===== config.mk =====
export PLATFORM = sky130hd
export DESIGN_NAME = truth_table_sweeper
export DESIGN_NICKNAME = d
export VERILOG_FILES = /design/src/rtl/truth_table_sweeper.sv
export SDC_FILE = /design/constraint.sdc
export NUM_CORES = 1
export LEC_CHECK = 0
export ABC_AREA = 1
export ABC_CLOCK_PERIOD_IN_PS = 4100
export CAP_MARGIN = 40
export CORE_ASPECT_RATIO = 1.5
export CORE_MARGIN = 2
export CORE_UTILIZATION = 60
export CTS_BUF_LIST = sky130_fd_sc_hd__clkbuf_4 sky130_fd_sc_hd__clkbuf_8
export CTS_CLUSTER_SIZE = 8
export DETAILED_ROUTE_END_ITERATION = 8
export PLACE_DENSITY = 0.86
export RECOVER_POWER = 25
export SLEW_MARGIN = 0
export SYNTH_ARGS = -nofsm -noshare
export SYNTH_HDL_FRONTEND = slang
export SYNTH_SLANG_ARGS = --single-unit

===== constraint.sdc =====
create_clock -name clk -period 4.1 [get_ports clk]
set_input_delay 0.82 -clock clk [delete_from_list [all_inputs] [get_ports clk]]
set_output_delay 0.82 -clock clk [all_outputs]
set_load 0.02 [all_outputs]

===== src/rtl/truth_table_sweeper.sv =====
// Walks a 3-input gate through vectors 000..111, holding each SETTLE_CYCLES, and captures its truth table.
// Done pulses 1+8*SETTLE_CYCLES cycles after the start edge; start is ignored mid-sweep, abort cancels.
module truth_table_sweeper #(
    parameter int unsigned SETTLE_CYCLES = 2,
    parameter logic [7:0]  EXPECTED      = 8'hB5
) (
    input  logic       clk,
    input  logic       reset,
    input  logic       start,
    input  logic       abort,
    input  logic       dut_out,
    output logic       in1,
    output logic       in2,
    output logic       in3,
    output logic       busy,
    output logic       done,
    output logic [7:0] signature,
    output logic       match
);

    typedef enum logic [1:0] {
        IDLE,
        SETTLE,
        DONE
    } state_t;

    localparam logic [7:0] HOLD_INIT = 8'(SETTLE_CYCLES - 1);

    state_t     state;
    logic [2:0] idx;
    logic [7:0] hold;
    logic [7:0] sig;
    logic [7:0] sig_next;

    // Signature with the current vector's sample merged in, so match can be judged on the final edge.
    always_comb begin
        sig_next      = sig;
        sig_next[idx] = dut_out;
    end

    always_ff @(posedge clk) begin
        if (reset) begin
            state <= IDLE;
            idx   <= 3'd0;
            hold  <= 8'd0;
            sig   <= 8'd0;
            match <= 1'b0;
            busy  <= 1'b0;
            done  <= 1'b0;
        end else begin
            done <= 1'b0;
            case (state)
                IDLE, DONE: begin
                    if (start && !abort) begin
                        idx   <= 3'd0;
                        hold  <= HOLD_INIT;
                        sig   <= 8'd0;
                        match <= 1'b0;
                        busy  <= 1'b1;
                        state <= SETTLE;
                    end else begin
                        state <= IDLE;
                    end
                end
                SETTLE: begin
                    if (abort) begin
                        state <= IDLE;
                        idx   <= 3'd0;
                        sig   <= 8'd0;
                        match <= 1'b0;
                        busy  <= 1'b0;
                    end else if (hold != 8'd0) begin
                        hold <= hold - 8'd1;
                    end else begin
                        sig <= sig_next;
                        if (idx != 3'd7) begin
                            idx  <= idx + 3'd1;
                            hold <= HOLD_INIT;
                        end else begin
                            state <= DONE;
                            busy  <= 1'b0;
                            done  <= 1'b1;
                            match <= (sig_next == EXPECTED);
                        end
                    end
                end
                default: begin
                    state <= IDLE;
                    busy  <= 1'b0;
                end
            endcase
        end
    end

    // Inputs come straight from the index register so the gate never sees decode glitches.
    assign {in1, in2, in3} = idx;
    assign signature       = sig;

endmodule


==> flow_metrics.env, run 1 <==
export IMPL_syn_num_nets=226
export IMPL_synth_cell_types=22
export IMPL_grt_max_degree=15
export IMPL_syn_inst=217
export IMPL_cts_sinks=24
export IMPL_place_port_buffers=18
export IMPL_dp_hpwl_um=2539
export IMPL_r2r_setup_slack_ps=2080
export IMPL_ys_ff_latch=24
export IMPL_wl_per_cell_um=12.50
export IMPL_core_um2=2233
export IMPL_layout_drive_gt1_share=0.08511
export IMPL_critPathTopFamily="buffers and inverters"
export IMPL_outcome="completed"
export IMPL_path_clk_slew_ps=130
export IMPL_syn_avg_cell_area_um2=6.464
export IMPL_yosysTopAreaCell="dfxtp_1"
export IMPL_worstPathCellList="clkdlybuf4s50_1"
export IMPL_post_cts_resize_count=0
export IMPL_grt_pass1_wl_um=5913
export IMPL_timing_fmax_ghz=0.4177
export IMPL_synthToLayoutAreaGrowth_pct=15.79
export IMPL_via_count=1425
export IMPL_hold_viol_final=0
export IMPL_cpMaxStageDelayCell="clkdlybuf4s50_1"
export IMPL_clockBufferDepth=2
export IMPL_finalPower_w=0.0005953
export IMPL_setup_viol=0
export IMPL_cts_hold_fix_buffers=0
export IMPL_p_leak_nw=0.7230
export IMPL_via_per_inst=5.523
export IMPL_utilization=0.7272
export IMPL_yosys_top_cells_area="dfxtp_1 (34%), nand2_1 (16%), nand3_1 (7.9%)"
export IMPL_drt_iter0_markers=30
export IMPL_slew_viol_final=0
export IMPL_start_util=0.6280
export IMPL_max_stage_delay_ps=680
export IMPL_critPathLaunchType="flip-flop"
export IMPL_die_h_um=63.22
export IMPL_period_share=0.5839
export IMPL_ir_drop_mv=0.2732
export IMPL_netlist_area_leader_share=0.3426
export IMPL_path_class="reg -> out"
export IMPL_drc=0
export IMPL_grt_pass1_vias=1413
export IMPL_seq_area_frac_synth=0.3426
export IMPL_cts_root_buf="clkbuf_4"
export IMPL_rsz0062_at_grt="false"
export IMPL_yosysWarnings=0
export IMPL_nets=245
export IMPL_grt_overflow=0
export IMPL_die_w_um=43.48
export IMPL_crit_required_ps=3280
export IMPL_endpoint_kind="output pin"
export IMPL_clk_latency_ps=320
export IMPL_max_slew_margin=0.6466
export IMPL_htreeDepth=1
export IMPL_die_area_um2=2748
export IMPL_clock_skew_final_ps=4.606
export IMPL_cts_tree="yes"
export IMPL_io_pins=19
export IMPL_cp_num_buf_inv=1
export IMPL_first_pass_iters=4
export IMPL_power_density_nw_per_um2=366.5
export IMPL_place_congestion=0.8933
export IMPL_antenna_cells=0
export IMPL_antenna_found_initial=0
export IMPL_hp_class="reg -> reg"
export IMPL_drtAntennaViolNets=0
export IMPL_finalSetupTns_ps=0
export IMPL_worst_pin_slew_ps=530.1
export IMPL_fin_crit_ps=2394
export IMPL_cts_buffers=3
export IMPL_cts_setup_buffers=0
export IMPL_synthesis_area_um2=1403
export IMPL_wl_um=3224
export IMPL_crit_path_max_fanout=11
export IMPL_worst_ep_arrival_time_ps=1570
export IMPL_rows=21
export IMPL_grt_usage=0.2758
export IMPL_maxCapViolCount=0
-- through the flow --
stage                     std cells  setup slack [ps]  area (um2)  hold WS (ps)
final                           258              1706        1624         469.7
after global routing            258              1617        1624         494.2
after CTS                       258              1704        1642         473.8
after detailed placement        254              1637        1589         455.4
after global placement          254              1712        1589         450.1
after floorplan                 217              2409        1403         481.0
-- logic make-up (layout without fill, tap and decap cells) --
family	count (synthesis)	in the layout	share of synthesized area
simple gates	126	126	0.4219
buf+inv	37	55	0.1044
compound gates	26	26	0.09544
flops	24	24	0.3426
fa+ha+maj	4	4	0.03568
-- registers in the layout (all words and copies together) (netlist names) --
name       cells
match          1
done           1
state          2
hold           8
busy           1
idx            3
signature      8
-- worst min-delay path: cells and delay by family (launching register included) --
kind / cells / cell delay, ps
AO/OA/AOI/OAI: 1 / 50
flip-flops: 1 / 330
AND/OR/NAND/NOR: 1 / 60
-- layout make-up --
cell class	instances	area [um2]
multi-input cells	156	758.2
fillers	188	609.3
flip-flops and latches	24	480.5
repair buffers	18	180.2
inverters	33	123.9
clock inverters	1	30.03
well taps	23	28.78
clock buffers	3	22.52
-- cells in the final DEF, fill, tap and decap left out --
master,Yosys,routed
clkdlybuf4s50_1,0,16
o21ai_0,7,8
dfxtp_1,24,24
dlygate4sd3_1,0,2
nand2_4,2,1
nor2_4,3,2
nor3_1,3,3
inv_1,25,27
ha_1,4,4
inv_2,7,5
clkbuf_4,0,3
nor2_1,23,24
o21ai_2,1,1
clkinv_1,1,1
nor2_8,1,1
nor2_2,2,2
nand3_1,22,22
nand2_1,60,62
a21oi_1,17,17
nand3_2,1,1
nand4_1,5,5
nand2_2,4,3
bufinv_16,0,1
-- where the power goes --
| group | internal [W] | leakage [nW] | switching, W |
|---|---|---|---|
| logic | 0.0000578 | 0.499 | 0.000100 |
| clock network | 0.0000989 | 0.0279 | 0.0000737 |
| registers | 0.000248 | 0.196 | 0.0000160 |
| total | 0.000405 | 0.723 | 0.000190 |
-- cells in the mapped netlist --
cell / number
nor3_1: 3
nor2_1: 23
dfxtp_1: 24
nand2_1: 60
buf_4: 1
o21ai_0: 7
nor2_4: 3
nor2_2: 2
a21oi_1: 17
clkinv_1: 1
nand2_4: 2
buf_2: 3
nand3_1: 22
o21ai_1: 1
nand4_1: 5
inv_1: 25
ha_1: 4
nor2_8: 1
nand3_2: 1
o21ai_2: 1
inv_2: 7
nand2_2: 4
-- final timing paths --
path | start | end | cells after the start
hold reg to reg | busy | busy | 2
hold / removal | busy | busy | 2
setup reg to reg | idx[1] | hold[1] | 9
setup / recovery | idx[1] | in2 | 1
-- metal layers --
layer	track usage	share of wire	routed length (um)	vias to the layer above
met5	0	0	0	-
met4	0.1629	0.034	111	0
met3	0.04011	0.019	61	12
met2	0.4888	0.56	1816	28
met1	0.2944	0.38	1236	664
li1	-	-	-	721
Note: power is estimated with default switching activity, not from simulation.
==> inputs of run 2 (changes only) <==
--- a/config.mk
+++ b/config.mk
@@ -6,15 +6,15 @@
 export NUM_CORES = 1
 export LEC_CHECK = 0
 export ABC_AREA = 1
-export ABC_CLOCK_PERIOD_IN_PS = 4100
+export ABC_CLOCK_PERIOD_IN_PS = 2000
 export CAP_MARGIN = 40
 export CORE_ASPECT_RATIO = 1.5
 export CORE_MARGIN = 2
-export CORE_UTILIZATION = 60
+export CORE_UTILIZATION = 51
 export CTS_BUF_LIST = sky130_fd_sc_hd__clkbuf_4 sky130_fd_sc_hd__clkbuf_8
 export CTS_CLUSTER_SIZE = 8
 export DETAILED_ROUTE_END_ITERATION = 8
-export PLACE_DENSITY = 0.86
+export PLACE_DENSITY = 0.78
 export RECOVER_POWER = 25
 export SLEW_MARGIN = 0
 export SYNTH_ARGS = -nofsm -noshare
==> constraint.sdc (replaced) <==
create_clock -name clk -period 2 [get_ports clk]
set_input_delay 0.4 -clock clk [delete_from_list [all_inputs] [get_ports clk]]
set_output_delay 0.4 -clock clk [all_outputs]
set_load 0.02 [all_outputs]
==> run 2 against run 1 <==
Wire length decreased by 4.0%. Total power increased by 96%. Die area increased by 16%. Largest power group unchanged. Highest routed layer unchanged.
==> flow_metrics.env, run 2 (synthesis results as in run 1) <==
export IMPL_cts_sinks=24
export IMPL_crit_required_ps=1600
export IMPL_drt_iter0_markers=27
export IMPL_via_count=1409
export IMPL_nets=251
export IMPL_placed_area_um2=1652
export IMPL_maxCapViolCount=0
export IMPL_place_port_buffers=18
export IMPL_cts_root_buf="clkbuf_8"
export IMPL_cp_num_buf_inv=1
export IMPL_clk_latency_ps=270
export IMPL_cts_tree="yes"
export IMPL_rsz0062_at_grt="false"
export IMPL_grtUsageMet3=0.02902
export IMPL_fin_area_um2=1683
export IMPL_die_w_um=46.82
export IMPL_timing_fmax_ghz=0.5927
export IMPL_die_h_um=68.23
export IMPL_wl_per_cell_um=11.18
export IMPL_first_pass_iters=4
export IMPL_slew_viol_final=0
export IMPL_hold_viol_final=0
export IMPL_grt_overflow=0
export IMPL_grt_usage=0.2308
export IMPL_final_cell_mix="nand2_1 (62), inv_1 (26), dfxtp_1 (24), nor2_1 (23), nand3_1 (22)"
export IMPL_setup_ws_ps=312.7
export IMPL_grt_max_degree=14
export IMPL_htreeDepth=1
export IMPL_setup_viol=0
export IMPL_dp_hpwl_um=2491
export IMPL_via_per_inst=5.087
export IMPL_layout_commonest_cell="nand2_1"
export IMPL_cpMaxStageDelayCell="clkdlybuf4s50_1"
export IMPL_drc=0
export IMPL_max_stage_delay_ps=620
export IMPL_clockBufferDepth=2
export IMPL_post_cts_resize_count=0
export IMPL_drtAntennaViolNets=0
export IMPL_post_place_ws_ps=162.1
export IMPL_period_share=0.8436
export IMPL_path_class="reg -> out"
export IMPL_cts_hold_fix_buffers=0
export IMPL_antenna_cells=0
export IMPL_path_clk_slew_ps=80
export IMPL_top_usage_layer="met2"
export IMPL_finalPower_w=0.001166
export IMPL_io_pins=19
export IMPL_critPathLaunchType="flip-flop"
export IMPL_rows=23
export IMPL_ir_drop_mv=0.5701
export IMPL_layout_drive_gt1_share=0.1125
export IMPL_power_density_nw_per_um2=693.0
export IMPL_critPathTopFamily="buffers and inverters"
export IMPL_grt_pass1_wl_um=5471
export IMPL_worst_ep_arrival_time_ps=1290
export IMPL_worstPathCellList="clkdlybuf4s50_1"
export IMPL_wl_um=3096
export IMPL_hp_class="reg -> reg"
export IMPL_met1_usage=0.2298
export IMPL_start_util=0.5298
export IMPL_outcome="completed"
export IMPL_place_congestion=0.8901
export IMPL_cts_buffers=3
export IMPL_p_leak_nw=0.7488
export IMPL_fin_crit_ps=1687
export IMPL_endpoint_kind="output pin"
export IMPL_cts_setup_buffers=0
export IMPL_max_slew_margin=0.7671
export IMPL_finalSetupTns_ps=0
export IMPL_antenna_found_initial=0
export IMPL_grt_pass1_vias=1355
export IMPL_clock_skew_final_ps=4.535
export IMPL_worst_pin_slew_ps=346.6
export IMPL_synthToLayoutAreaGrowth_pct=19.98
export IMPL_grt_util_met2=0.4572
export IMPL_core_um2=2648
export IMPL_crit_path_max_fanout=4
export IMPL_die_area_um2=3194
[run 2: final timing paths]
kind / startpoint / end / slack, ps / cells after the start
max reg2reg: hold[0] / hold[2] / 320 / 11
min: signature[3] / signature[3] / 480 / 2
max: idx[0] / in3 / 310 / 1
min reg2reg: signature[3] / signature[3] / 480 / 2
[run 2: cell type report]
type | count | area, um2
multi-input cells | 156 | 765.7
flip-flops and latches | 24 | 480.5
clock buffers | 3 | 41.29
inverters | 33 | 123.9
well taps | 37 | 46.29
fillers | 276 | 964.7
repair buffers | 24 | 225.2
[run 2: metal layers]
metal,wire (um),part of all wire
met3,58,0.019
met4,47,0.015
met2,1753,0.57
met1,1236,0.40
met5,0,0
[run 2: power by group]
group | leakage (nW) | switching (W) | total [W] | internal [W]
Sequential | 0.196 | 0.0000217 | 0.000531 | 0.000509
Combinational | 0.531 | 0.000218 | 0.000350 | 0.000132
Clock | 0.0216 | 0.000150 | 0.000285 | 0.000135
[run 2: per-stage QoR]
step | std cells | util | hold slack (ps)
3_3_place_gp | 274 | 0.6238 | 459.7
5_1_grt | 277 | 0.6356 | 499.5
2_1_floorplan | 217 | - | 481.0
4_1_cts | 277 | 0.6394 | 482.8
3_5_place_dp | 274 | 0.6238 | 469.1
6_report | 277 | 0.6356 | 477.3
==> inputs of run 3 (changes only) <==
--- a/config.mk
+++ b/config.mk
@@ -6,15 +6,15 @@
 export NUM_CORES = 1
 export LEC_CHECK = 0
 export ABC_AREA = 1
-export ABC_CLOCK_PERIOD_IN_PS = 2000
+export ABC_CLOCK_PERIOD_IN_PS = 1710
 export CAP_MARGIN = 40
 export CORE_ASPECT_RATIO = 1.5
 export CORE_MARGIN = 2
-export CORE_UTILIZATION = 51
+export CORE_UTILIZATION = 56
 export CTS_BUF_LIST = sky130_fd_sc_hd__clkbuf_4 sky130_fd_sc_hd__clkbuf_8
 export CTS_CLUSTER_SIZE = 8
 export DETAILED_ROUTE_END_ITERATION = 8
-export PLACE_DENSITY = 0.78
+export PLACE_DENSITY = 0.81
 export RECOVER_POWER = 25
 export SLEW_MARGIN = 0
 export SYNTH_ARGS = -nofsm -noshare
==> constraint.sdc (replaced) <==
create_clock -name clk -period 1.71 [get_ports clk]
set_input_delay 0.342 -clock clk [delete_from_list [all_inputs] [get_ports clk]]
set_output_delay 0.342 -clock clk [all_outputs]
set_load 0.02 [all_outputs]
==> run 3 against run 2 <==
Total power increased by 25%. Global-route usage increased by 0.37 points. Non-clock buffer count increased by 4. Sequential cell count unchanged. Sequential share of layout area decreased by 0.46 points. Clock skew about the same. Wire length decreased by 1.2%. Die area decreased by 8.3%.
==> flow_metrics.env, run 3 (synthesis results as in run 1) <==
export IMPL_outcome="completed"
export IMPL_cts_root_buf="clkbuf_4"
export IMPL_clock_power_share=0.288
export IMPL_slew_viol_final=0
export IMPL_cp_num_buf_inv=1
export IMPL_drc=0
export IMPL_combPwrFrac=0.285
export IMPL_cts_tree="yes"
export IMPL_switching_share=0.3189
export IMPL_rows=22
export IMPL_grt_max_degree=15
export IMPL_nets=255
export IMPL_die_area_um2=2929
export IMPL_via_count=1411
export IMPL_crit_path_max_fanout=3
export IMPL_wl_met1_um=1195
export IMPL_clockBufferDepth=2
export IMPL_maxCapViolCount=0
export IMPL_cts_sinks=24
export IMPL_timing_hold_ws_ps=476.5
export IMPL_placedCellCount=265
export IMPL_max_stage_delay_ps=610
export IMPL_die_w_um=44.86
export IMPL_wl_um=3058
export IMPL_hp_class="reg -> reg"
export IMPL_period_share=0.9650
export IMPL_die_h_um=65.30
export IMPL_layout_drive_gt1_share=0.1388
export IMPL_grt_usage=0.2346
export IMPL_hold_viol_final=0
export IMPL_path_class="reg -> out"
export IMPL_worstPathCellList="clkdlybuf4s50_1"
export IMPL_setup_viol=0
export IMPL_htreeDepth=1
export IMPL_core_um2=2422
export IMPL_grt_pass1_wl_um=5216
export IMPL_grt_pass1_vias=1311
export IMPL_wl_per_cell_um=11.37
export IMPL_clk_latency_ps=320
export IMPL_r2r_setup_slack_ps=140
export IMPL_netSwitchingPower_w=0.0004633
export IMPL_grt_overflow=0
export IMPL_dp_hpwl_um=2427
export IMPL_routed_wl_met2_um=1701
export IMPL_ir_drop_mv=0.5418
export IMPL_routed_top_layer="met4"
export IMPL_cts_setup_buffers=0
export IMPL_cts_buffers=3
export IMPL_rr_startpoint="hold[0]"
export IMPL_synthToLayoutAreaGrowth_pct=21.94
export IMPL_hold_start="busy"
export IMPL_p_leak_nw=0.7758
export IMPL_crit_required_ps=1370
export IMPL_cpMaxStageDelayCell="clkdlybuf4s50_1"
export IMPL_place_port_buffers=18
export IMPL_antenna_found_initial=0
export IMPL_first_pass_iters=5
export IMPL_max_slew_margin=0.7677
export IMPL_path_clk_slew_ps=140
export IMPL_antenna_cells=0
export IMPL_clock_skew_final_ps=4.735
export IMPL_layout_commonest_cell="nand2_1"
export IMPL_start_util=0.5790
export IMPL_reg2reg_to="hold[7]"
export IMPL_p_int_w=0.0009893
export IMPL_post_cts_resize_count=2
export IMPL_pwr_share_seq=0.427
export IMPL_critPathLaunchType="flip-flop"
export IMPL_worst_pin_slew_ps=347.1
export IMPL_worst_ep_arrival_time_ps=1310
export IMPL_drt_iter0_markers=48
export IMPL_place_congestion=0.8404
export IMPL_final_cells=269
export IMPL_timing_fmax_ghz=0.6060
export IMPL_power_density_nw_per_um2=849.3
export IMPL_cts_hold_fix_buffers=0
export IMPL_met3WireLength_um=86
export IMPL_drtAntennaViolNets=0
export IMPL_reg2reg_depth=9
export IMPL_io_pins=19
export IMPL_endpoint_kind="output pin"
export IMPL_via_per_inst=5.245
export IMPL_holdPathEnd="busy"
export IMPL_rsz0062_at_grt="false"
export IMPL_hold_path_depth=2
export IMPL_final_cell_mix="nand2_1 (60), inv_1 (26), dfxtp_1 (24), nor2_1 (23), nand3_1 (22)"
export IMPL_critPathTopFamily="buffers and inverters"
export IMPL_fin_crit_ps=1650
[run 3: metal layers]
metal	track usage	up-vias
met4	0.1140	0
li1	-	741
met1	0.2504	634
met5	0	-
met2	0.4348	27
met3	0.02473	9
[run 3: worst register-to-register path, stage by stage, from the launching register on]
cell and delay, ps:
dfxtp_1 360, inv_1 100, ha_1 190, nand3_2 150
o21ai_0 300, nand3_1 130, nand2_2 130, inv_2 50
nand2_1 50, nor2_1 40
[run 3: per-stage QoR]
stage	util	total power [W]	setup TNS, ps	instance area, um2	worst slack [ps]
global placement	0.6875	0.001041	-47.65	1665	-41.93
detailed placement	0.6875	0.001047	-241.7	1665	-57.08
finish	0.7061	0.001453	0	1710	59.82
floorplan	-	0.0009250	0	1403	104.4
CTS	0.7082	0.001460	0	1715	28.27
global route	0.7061	0.001534	0	1710	24.55
[run 3: final cells by class]
cell class	instances	area (um2)
Multi-Input combinational cell	156	783.3
Fill cell	215	711.9
Sequential cell	24	480.5
Timing Repair Buffer	28	240.2
Inverter	33	123.9
Clock inverter	1	30.03
Tap cell	24	30.03
Clock buffer	3	22.52
[run 3: how the worst max path moves through the flow]
stage / slack (ps) / end / from / cells after the start
4_1_cts: 30 / in1 / idx[2] / 1
5_1_grt: 20 / signature[2] / signature[2] / 1
3_5_place_dp: -60 / idx[0] / abort / 9
3_3_place_gp: -40 / idx[0] / abort / 9
2_1_floorplan: 100 / hold[2] / idx[0] / 11
6_report: 60 / signature[4] / signature[4] / 1
[run 3: power by group through the flow]
stage / Sequential, W / Clock (W) / Combinational [W]
after floorplan: 0.000658 / 0 / 0.000267
after global placement: 0.000632 / 0 / 0.000410
after detailed placement: 0.000633 / 0 / 0.000414
after CTS: 0.000620 / 0.000426 / 0.000414
after global routing: 0.000624 / 0.000447 / 0.000463
final: 0.000620 / 0.000419 / 0.000414
